--- config.mk ---
export PLATFORM = sky130hd
export DESIGN_NAME = ofdm_bit_encoder
export DESIGN_NICKNAME = d
export VERILOG_FILES = /design/src/rtl/ofdm_tx_pkg.sv /design/src/rtl/conv_encoder_k7.sv /design/src/rtl/ofdm_bit_encoder.sv
export SDC_FILE = /design/constraint.sdc
export NUM_CORES = 1
export LEC_CHECK = 0
export CAP_MARGIN = 20
export CORE_AREA = 4 4 84 102
export DETAILED_ROUTE_END_ITERATION = 12
export DIE_AREA = 0 0 88 106
export PLACE_DENSITY = 0.77
export SLEW_MARGIN = 20
export SYNTH_ARGS = -nofsm -noshare
export SYNTH_HDL_FRONTEND = slang
export SYNTH_SLANG_ARGS = --single-unit
export TNS_END_PERCENT = 10
--- constraint.sdc ---
create_clock -name clock -period 4 [get_ports clock]
set_input_delay 0.8 -clock clock [delete_from_list [all_inputs] [get_ports clock]]
set_output_delay 0.8 -clock clock [all_outputs]
set_load 0.02 [all_outputs]
--- src/rtl/ofdm_tx_pkg.sv ---
// Purpose: shared constants, frame config type and lookups for the OFDM TX bit pipeline.
// Latency: n/a (types, constants and functions only).
// Backpressure: n/a.
package ofdm_tx_pkg;

    // Legacy RATE field codes
    localparam logic [3:0] RATE_6  = 4'hB;
    localparam logic [3:0] RATE_9  = 4'hF;
    localparam logic [3:0] RATE_12 = 4'hA;
    localparam logic [3:0] RATE_18 = 4'hE;
    localparam logic [3:0] RATE_24 = 4'h9;
    localparam logic [3:0] RATE_36 = 4'hD;
    localparam logic [3:0] RATE_48 = 4'h8;
    localparam logic [3:0] RATE_54 = 4'hC;

    // Puncture patterns, expressed as their period in uncoded bits.
    // Phase 0 emits A,B; phase 1 emits A; phase 2 emits B.
    localparam logic [1:0] PUNC_1_2 = 2'd1;
    localparam logic [1:0] PUNC_2_3 = 2'd2;
    localparam logic [1:0] PUNC_3_4 = 2'd3;

    // K=7 generator polynomials; bit 6 is the current input, bit 0 the oldest
    localparam logic [6:0] CONV_G0 = 7'o133;
    localparam logic [6:0] CONV_G1 = 7'o171;

    // x^7 + x^4 + 1 scrambler
    localparam int         SCR_TAP_HI       = 6;
    localparam int         SCR_TAP_LO       = 3;
    localparam logic [6:0] SCR_DEFAULT_SEED = 7'h7F;

    localparam int SERVICE_BITS = 16;
    localparam int TAIL_BITS    = 6;

    // Frame FSM states
    localparam logic [2:0] ST_IDLE    = 3'd0;
    localparam logic [2:0] ST_SERVICE = 3'd1;
    localparam logic [2:0] ST_PAYLOAD = 3'd2;
    localparam logic [2:0] ST_TAIL    = 3'd3;
    localparam logic [2:0] ST_PAD     = 3'd4;
    localparam logic [2:0] ST_FLUSH   = 3'd5;

    // Per-frame settings latched at start
    typedef struct packed {
        logic       raw;
        logic [1:0] punc_period;
        logic [7:0] n_dbps;
    } frame_cfg_t;

    // Data bits per OFDM symbol; unknown codes fall back to 6 Mb/s
    function automatic logic [7:0] ndbps_of(input logic [3:0] rc);
        logic [7:0] n;
        case (rc)
            RATE_9:  n = 8'd36;
            RATE_12: n = 8'd48;
            RATE_18: n = 8'd72;
            RATE_24: n = 8'd96;
            RATE_36: n = 8'd144;
            RATE_48: n = 8'd192;
            RATE_54: n = 8'd216;
            default: n = 8'd24;
        endcase
        return n;
    endfunction

    function automatic logic [1:0] punc_period_of(input logic [3:0] rc);
        logic [1:0] p;
        case (rc)
            RATE_9, RATE_18, RATE_36, RATE_54: p = PUNC_3_4;
            RATE_48:                           p = PUNC_2_3;
            default:                           p = PUNC_1_2;
        endcase
        return p;
    endfunction

endpackage

--- src/rtl/conv_encoder_k7.sv ---
// Purpose: K=7 rate-1/2 convolutional encoder core (g0=133o, g1=171o), shift register plus taps.
// Latency: A/B are combinational from the current input bit; state advances on bit_vld.
// Backpressure: none; caller strobes bit_vld only when the coded pair can be accepted.
module conv_encoder_k7
    import ofdm_tx_pkg::*;
(
    input  logic clock,
    input  logic reset_n,
    input  logic clear,
    input  logic bit_vld,
    input  logic bit_dat,
    output logic a_dat,
    output logic b_dat
);

    // sr_q[5] is the previous input, sr_q[0] the input six bits ago
    logic [5:0] sr_q;
    logic [6:0] win;

    assign win   = {bit_dat, sr_q};
    assign a_dat = ^(win & CONV_G0);
    assign b_dat = ^(win & CONV_G1);

    // Shift the accepted bit into the delay line; clear zeroes it at frame start
    always_ff @(posedge clock or negedge reset_n) begin
        if (!reset_n) begin
            sr_q <= 6'd0;
        end else if (clear) begin
            sr_q <= 6'd0;
        end else if (bit_vld) begin
            sr_q <= win[6:1];
        end
    end

endmodule

--- src/rtl/ofdm_bit_encoder.sv ---
// Purpose: PSDU bytes -> scrambled, tailed, padded, K=7 coded and punctured bit stream.
// Latency: first bit_out_valid two cycles after an accepted start; one coded bit per cycle after that.
// Backpressure: 2-entry registered output buffer; uncoded bits advance only when their coded bits fit.
module ofdm_bit_encoder
    import ofdm_tx_pkg::*;
#(
    parameter int LEN_WIDTH = 12
) (
    input  logic                 clock,
    input  logic                 reset_n,
    input  logic                 start,
    input  logic [7:0]           rate,
    input  logic [LEN_WIDTH-1:0] psdu_len,
    input  logic                 do_scramble,
    input  logic [6:0]           scramble_seed,
    input  logic [7:0]           byte_in,
    input  logic                 byte_in_valid,
    output logic                 byte_in_ready,
    output logic                 bit_out,
    output logic                 bit_out_valid,
    input  logic                 bit_out_ready,
    output logic                 busy,
    output logic                 done
);

    logic [2:0]           state_q;
    frame_cfg_t           cfg_q;
    logic [6:0]           scr_q;
    logic [1:0]           ph_q;
    logic [7:0]           sym_q;
    logic [3:0]           ctr_q;
    logic [LEN_WIDTH-1:0] bytes_left_q;
    logic [2:0]           bits_left_q;
    logic [6:0]           sh_q;
    logic                 obuf0_q;
    logic                 obuf1_q;
    logic [1:0]           ocnt_q;
    logic                 done_q;

    logic       start_acc, in_frame, need_byte, avail, src_bit, fb, enc_bit;
    logic       enc_a, enc_b, pop, fits, adv, push0, push1, last_phase;
    logic [1:0] keep, n_push;
    logic [7:0] sym_nxt;
    logic       rate_hi_unused;

    assign rate_hi_unused = ^rate[7:4];

    assign start_acc = start && (state_q == ST_IDLE);
    assign in_frame  = (state_q == ST_SERVICE) || (state_q == ST_PAYLOAD) ||
                       (state_q == ST_TAIL)    || (state_q == ST_PAD);

    // A fresh byte's bit 0 is fed straight through so no cycle is lost on load
    assign need_byte = (state_q == ST_PAYLOAD) && (bits_left_q == 3'd0);
    assign avail     = !need_byte || byte_in_valid;
    assign src_bit   = (state_q == ST_PAYLOAD) ? (need_byte ? byte_in[0] : sh_q[0]) : 1'b0;

    // Tail bits enter the encoder as zero even though the scrambler keeps stepping
    assign fb      = scr_q[SCR_TAP_HI] ^ scr_q[SCR_TAP_LO];
    assign enc_bit = cfg_q.raw ? src_bit : ((state_q == ST_TAIL) ? 1'b0 : (src_bit ^ fb));

    // Punctured outputs of the current uncoded bit, in emission order
    assign n_push = (ph_q == 2'd0) ? 2'd2 : 2'd1;
    assign push0  = (ph_q == 2'd2) ? enc_b : enc_a;
    assign push1  = enc_b;

    // Space check counts a bit leaving this cycle so a full-rate stream has no bubbles
    assign pop   = (ocnt_q != 2'd0) && bit_out_ready;
    assign keep  = ocnt_q - {1'b0, pop};
    assign fits  = ({1'b0, keep} + {1'b0, n_push}) <= 3'd2;
    assign adv   = in_frame && avail && fits;

    assign byte_in_ready = need_byte && byte_in_valid && fits;

    assign sym_nxt    = (sym_q == cfg_q.n_dbps - 8'd1) ? 8'd0 : sym_q + 8'd1;
    assign last_phase = (ph_q == cfg_q.punc_period - 2'd1);

    assign bit_out       = obuf0_q;
    assign bit_out_valid = (ocnt_q != 2'd0);
    assign busy          = (state_q != ST_IDLE);
    assign done          = done_q;

    conv_encoder_k7 u_enc (
        .clock   (clock),
        .reset_n (reset_n),
        .clear   (start_acc),
        .bit_vld (adv),
        .bit_dat (enc_bit),
        .a_dat   (enc_a),
        .b_dat   (enc_b)
    );

    // Output buffer: drop the accepted head, then append this cycle's punctured bits
    always_ff @(posedge clock or negedge reset_n) begin
        if (!reset_n) begin
            obuf0_q <= 1'b0;
            obuf1_q <= 1'b0;
            ocnt_q  <= 2'd0;
        end else if (pop || adv) begin
            if (keep == 2'd1) begin
                obuf0_q <= pop ? obuf1_q : obuf0_q;
                obuf1_q <= push0;
            end else if (keep == 2'd0) begin
                obuf0_q <= push0;
                obuf1_q <= push1;
            end
            ocnt_q <= keep + (adv ? n_push : 2'd0);
        end
    end

    // Frame sequencing, serialiser, scrambler, symbol and puncture counters
    always_ff @(posedge clock or negedge reset_n) begin
        if (!reset_n) begin
            state_q      <= ST_IDLE;
            cfg_q        <= '0;
            scr_q        <= 7'd0;
            ph_q         <= 2'd0;
            sym_q        <= 8'd0;
            ctr_q        <= 4'd0;
            bytes_left_q <= '0;
            bits_left_q  <= 3'd0;
            sh_q         <= 7'd0;
            done_q       <= 1'b0;
        end else begin
            done_q <= 1'b0;
            if (start_acc) begin
                cfg_q.raw         <= !do_scramble;
                cfg_q.punc_period <= do_scramble ? punc_period_of(rate[3:0]) : PUNC_1_2;
                cfg_q.n_dbps      <= ndbps_of(rate[3:0]);
                scr_q             <= (scramble_seed == 7'd0) ? SCR_DEFAULT_SEED : scramble_seed;
                ph_q              <= 2'd0;
                sym_q             <= 8'd0;
                ctr_q             <= 4'd0;
                bytes_left_q      <= psdu_len;
                bits_left_q       <= 3'd0;
                if (do_scramble)
                    state_q <= ST_SERVICE;
                else
                    state_q <= (psdu_len == '0) ? ST_FLUSH : ST_PAYLOAD;
            end else if (adv) begin
                scr_q <= {scr_q[5:0], fb};
                ph_q  <= last_phase ? 2'd0 : ph_q + 2'd1;
                sym_q <= sym_nxt;
                case (state_q)
                    ST_SERVICE: begin
                        ctr_q <= ctr_q + 4'd1;
                        if (ctr_q == 4'(SERVICE_BITS - 1)) begin
                            ctr_q   <= 4'd0;
                            state_q <= (bytes_left_q == '0) ? ST_TAIL : ST_PAYLOAD;
                        end
                    end
                    ST_PAYLOAD: begin
                        if (need_byte) begin
                            sh_q         <= byte_in[7:1];
                            bits_left_q  <= 3'd7;
                            bytes_left_q <= bytes_left_q - 1'b1;
                        end else begin
                            sh_q        <= {1'b0, sh_q[6:1]};
                            bits_left_q <= bits_left_q - 3'd1;
                            if (bits_left_q == 3'd1 && bytes_left_q == '0)
                                state_q <= cfg_q.raw ? ST_FLUSH : ST_TAIL;
                        end
                    end
                    ST_TAIL: begin
                        ctr_q <= ctr_q + 4'd1;
                        if (ctr_q == 4'(TAIL_BITS - 1)) begin
                            ctr_q   <= 4'd0;
                            state_q <= (sym_nxt == 8'd0) ? ST_FLUSH : ST_PAD;
                        end
                    end
                    default: begin
                        if (sym_nxt == 8'd0)
                            state_q <= ST_FLUSH;
                    end
                endcase
            end else if (state_q == ST_FLUSH &&
                         (ocnt_q == 2'd0 || (ocnt_q == 2'd1 && pop))) begin
                state_q <= ST_IDLE;
                done_q  <= 1'b1;
            end
        end
    end

endmodule

==> key figures <==
Synthesis
  – Cell variety after synth: 69
  – Seq/Total Area, Yosys: 0.406
  – Syn Inst Count: 463
  – Syn nets: 518
  – Synthesized area per cell: 8.79 µm²
  – Flops & latches, synth: 66
  – Ys async rst share: 1.00
  – Synth Flop Type: dfrtp_1
  – Cell Area, Synth: 4070 µm²
  – Synthesis Warnings: 0
  – EDFF count, synth: 0

STA
  – Relative slew slack: 0.482
  – Final setup margin: 150 ps
  – Fmax: 260 MHz
  – Clock skew: 11.3 ps
  – Fin crit period: 3850 ps
  – Final Setup Violations: 0
  – Tcrit/Tclk final: 0.963
  – Setup_tns: 0 ps
  – Slew @ Worst Pin: 775 ps
  – RSZ-0062 raised after global routing: false
  – Final hold vios: 0
  – Slew Limit Fails: 0
  – Worst hold slack: 473 ps

Route
  – Via count: 3573
  – Routed WL per cell: 14.9 µm
  – DRC errors left: 0
  – DR pass1 iterations: 4
  – WL final: 8950 µm
  – Via density per instance: 5.94
  – Initial DRC Count: 190
  – Antenna-violating nets left: 0

Finish
  – Fraction of layout cells with a size suffix above 1: 0.106
  – Final core occ: 0.625
  – Diodes inserted: 0
  – Total Nets Final: 560
  – Most frequent cells in the layout: nand2_1 (66), dfrtp_1 (66), clkdlybuf4s50_1 (39)
  – Area Overhead vs Synth: 16.3%

Critical path
  – CP Launch Type: primary input
  – Crit Path Class: primary input to output pin
  – CP max stage cell: fa_1
  – CP max FO: 2
  – CP required: 3200 ps
  – CP max stage delay: 430 ps
  – Worst r2r src: ocnt_q[1]
  – CP Capture Type: output pin
  – Crit path from: bit_out_ready
  – Crit path DAT: 3050 ps
  – Crit-path cells: clkdlybuf4s50_1 -> and2_1 -> ha_1 -> inv_1 -> ha_1 -> inv_1 -> fa_1 -> o21a_1 -> nand3_1 -> clkinv_1 -> clkbuf_2

Power and ir drop
  – Clk pwr share: 0.134
  – Total Power: 3.59 mW
  – PwrDens: 758 nW/µm²
  – Sw frac: 0.441
  – P_leak: 2.06 nW
  – Cell-internal power: 2.01 mW
  – Sw Pwr: 1.58 mW
  – Worst VDD drop: 584 µV
  – Comb power frac: 0.546
  – Seq pwr share: 0.321

Placed design
  – IO buf count: 41
  – Post-DP HPWL: 6650 µm
  – Dpl ws: -237 ps
  – Placer Congestion: 0.824

GRT
  – First-pass GRT wire length: 15700 µm
  – Gr usage total: 0.208
  – Initial antenna violation count: 0
  – Largest net degree at the start of global routing: 37
  – Vias in the first global route: 3551
  – Grt total ovfl: 0

Floorplanning
  – Initial Util: 0.537
  – Die Height: 106 µm
  – IO Pins: 46
  – Die area: 9330 µm²
  – Total core area: 7580 µm²
  – Num rows: 35
  – Die width: 88 µm

Clocking
  – Worst-Skew Late Latency: 350 ps
  – CTS Root Cell: clkbuf_8
  – Cts bufs inserted: 9
  – CTS tree: built
  – H-tree Lvls: 3
  – Post-CTS Hold Fix Bufs: 0
  – Longest Clk Path Bufs: 2
  – Clock transition at the registers of the reported paths: 70 ps
  – CTS sink count: 66

Run status
  – Run status: finished, final reports clean

Min path
  – Hold path startpoint: u_enc.sr_q[2]
  – Class of the worst hold path: flop to flop

Run
  – MaxCap Viol Count: 0
==> final timing paths <==
| kind | to | slack [ps] | cells after the start |
|---|---|---|---|
| setup / recovery | byte_in_ready | 150 | 11 |
| hold / removal | u_enc.sr_q[1] | 470 | 2 |
| setup reg to reg | ctr_q[3] | 620 | 11 |
| hold reg to reg | u_enc.sr_q[1] | 470 | 2 |
| max in group asynchronous | sym_q[0] | 2580 | 2 |
| min in group asynchronous | bytes_left_q[8] | 500 | 1 |
==> per-layer routing <==
| layer | GRT usage | vias up | share of wire | routed length, µm |
|---|---|---|---|---|
| met2 | 0.349 | 87 | 0.50 | 4440 |
| met5 | 0 | - | 0 | 0 |
| li1 | - | 1752 | - | - |
| met3 | 0.0326 | 14 | 0.048 | 433 |
| met4 | 0.0789 | 0 | 0.015 | 133 |
| met1 | 0.266 | 1720 | 0.44 | 3940 |
==> Yosys cell counts, types with 4 or more instances <==
master	n	share of area
nand2b_1	9	0.014
clkbuf_1	12	0.011
inv_1	18	0.017
nor3_1	17	0.021
dfrtp_1	66	0.41
nand3_1	29	0.036
o21ai_0	31	0.038
nor4_1	8	0.012
and2_1	4	0.0061
or3_1	7	0.011
buf_2	8	0.0098
a31oi_1	13	0.020
nand2_1	66	0.061
a21oi_1	21	0.026
mux2i_1	5	0.012
nor2_1	28	0.026
a221o_1	6	0.015
ha_1	13	0.040
xor2_1	5	0.011
xnor2_1	16	0.034
a21o_1	6	0.011
==> power groups by stage <==
| stage | registers [mW] | clock network (mW) | logic, mW |
|---|---|---|---|
| after detailed placement | 1.16 | 0 | 1.96 |
| final | 1.15 | 0.479 | 1.96 |
| after global routing | 1.19 | 0.515 | 2.21 |
| after global placement | 1.15 | 0 | 1.89 |
| after CTS | 1.15 | 0.488 | 1.97 |
| after floorplan | 1.09 | 0 | 1.48 |
==> stage by stage <==
stage / cell area, µm² / cells
after floorplan: 4070 / 463
after global placement: 4570 / 586
after detailed placement: 4570 / 586
after CTS: 4740 / 602
after global routing: 4730 / 602
final: 4730 / 602
==> registers in the layout, summed over array words and instances (netlist names) <==
name / cells
bit_out: 1
bits_left_q: 3
bytes_left_q: 12
cfg_q: 9
ctr_q: 4
done: 1
obuf1_q: 1
ocnt_q: 2
ph_q: 2
scr_q: 7
sh_q: 7
state_q: 3
sym_q: 8
u_enc.sr_q: 6
==> repair_timing <==
action,CTS,global route
gates resized for setup,2,1
setup endpoints to repair,1,1
buffers inserted,0,0
gates cloned,0,0
pin swaps,0,0
==> worst max-delay path, delay by kind of cell <==
| kind | cells | cell delay [ps] |
|---|---|---|
| AOI/OAI and AO/OA | 1 | 200 |
| adders and majority gates | 3 | 920 |
| buffers and inverters | 5 | 810 |
| and+or+nand+nor | 2 | 320 |
==> final cells by class <==
| class | instances | area (µm²) |
|---|---|---|
| repair buffers | 57 | 520 |
| multi-input cells | 351 | 2210 |
| fillers | 671 | 2840 |
| flip-flops and latches | 66 | 1650 |
| clock inverters | 5 | 31.3 |
| clock buffers | 11 | 131 |
| well taps | 92 | 115 |
| inverters | 20 | 75.1 |
==> cell families (layout without fill, tap and decap cells) <==
| logic type | Yosys count | after routing | share of synthesized area |
|---|---|---|---|
| buffers and inverters | 46 | 93 | 0.0519 |
| XOR/XNOR | 21 | 21 | 0.0452 |
| adder cells (fa/ha/maj) | 14 | 14 | 0.0449 |
| AND/OR/NAND/NOR | 197 | 197 | 0.243 |
| flip-flops | 66 | 66 | 0.406 |
| AO/OA/AOI/OAI | 110 | 110 | 0.184 |
| multiplexers | 9 | 9 | 0.0252 |
No activity file was read; power rests on OpenSTA's default activity.
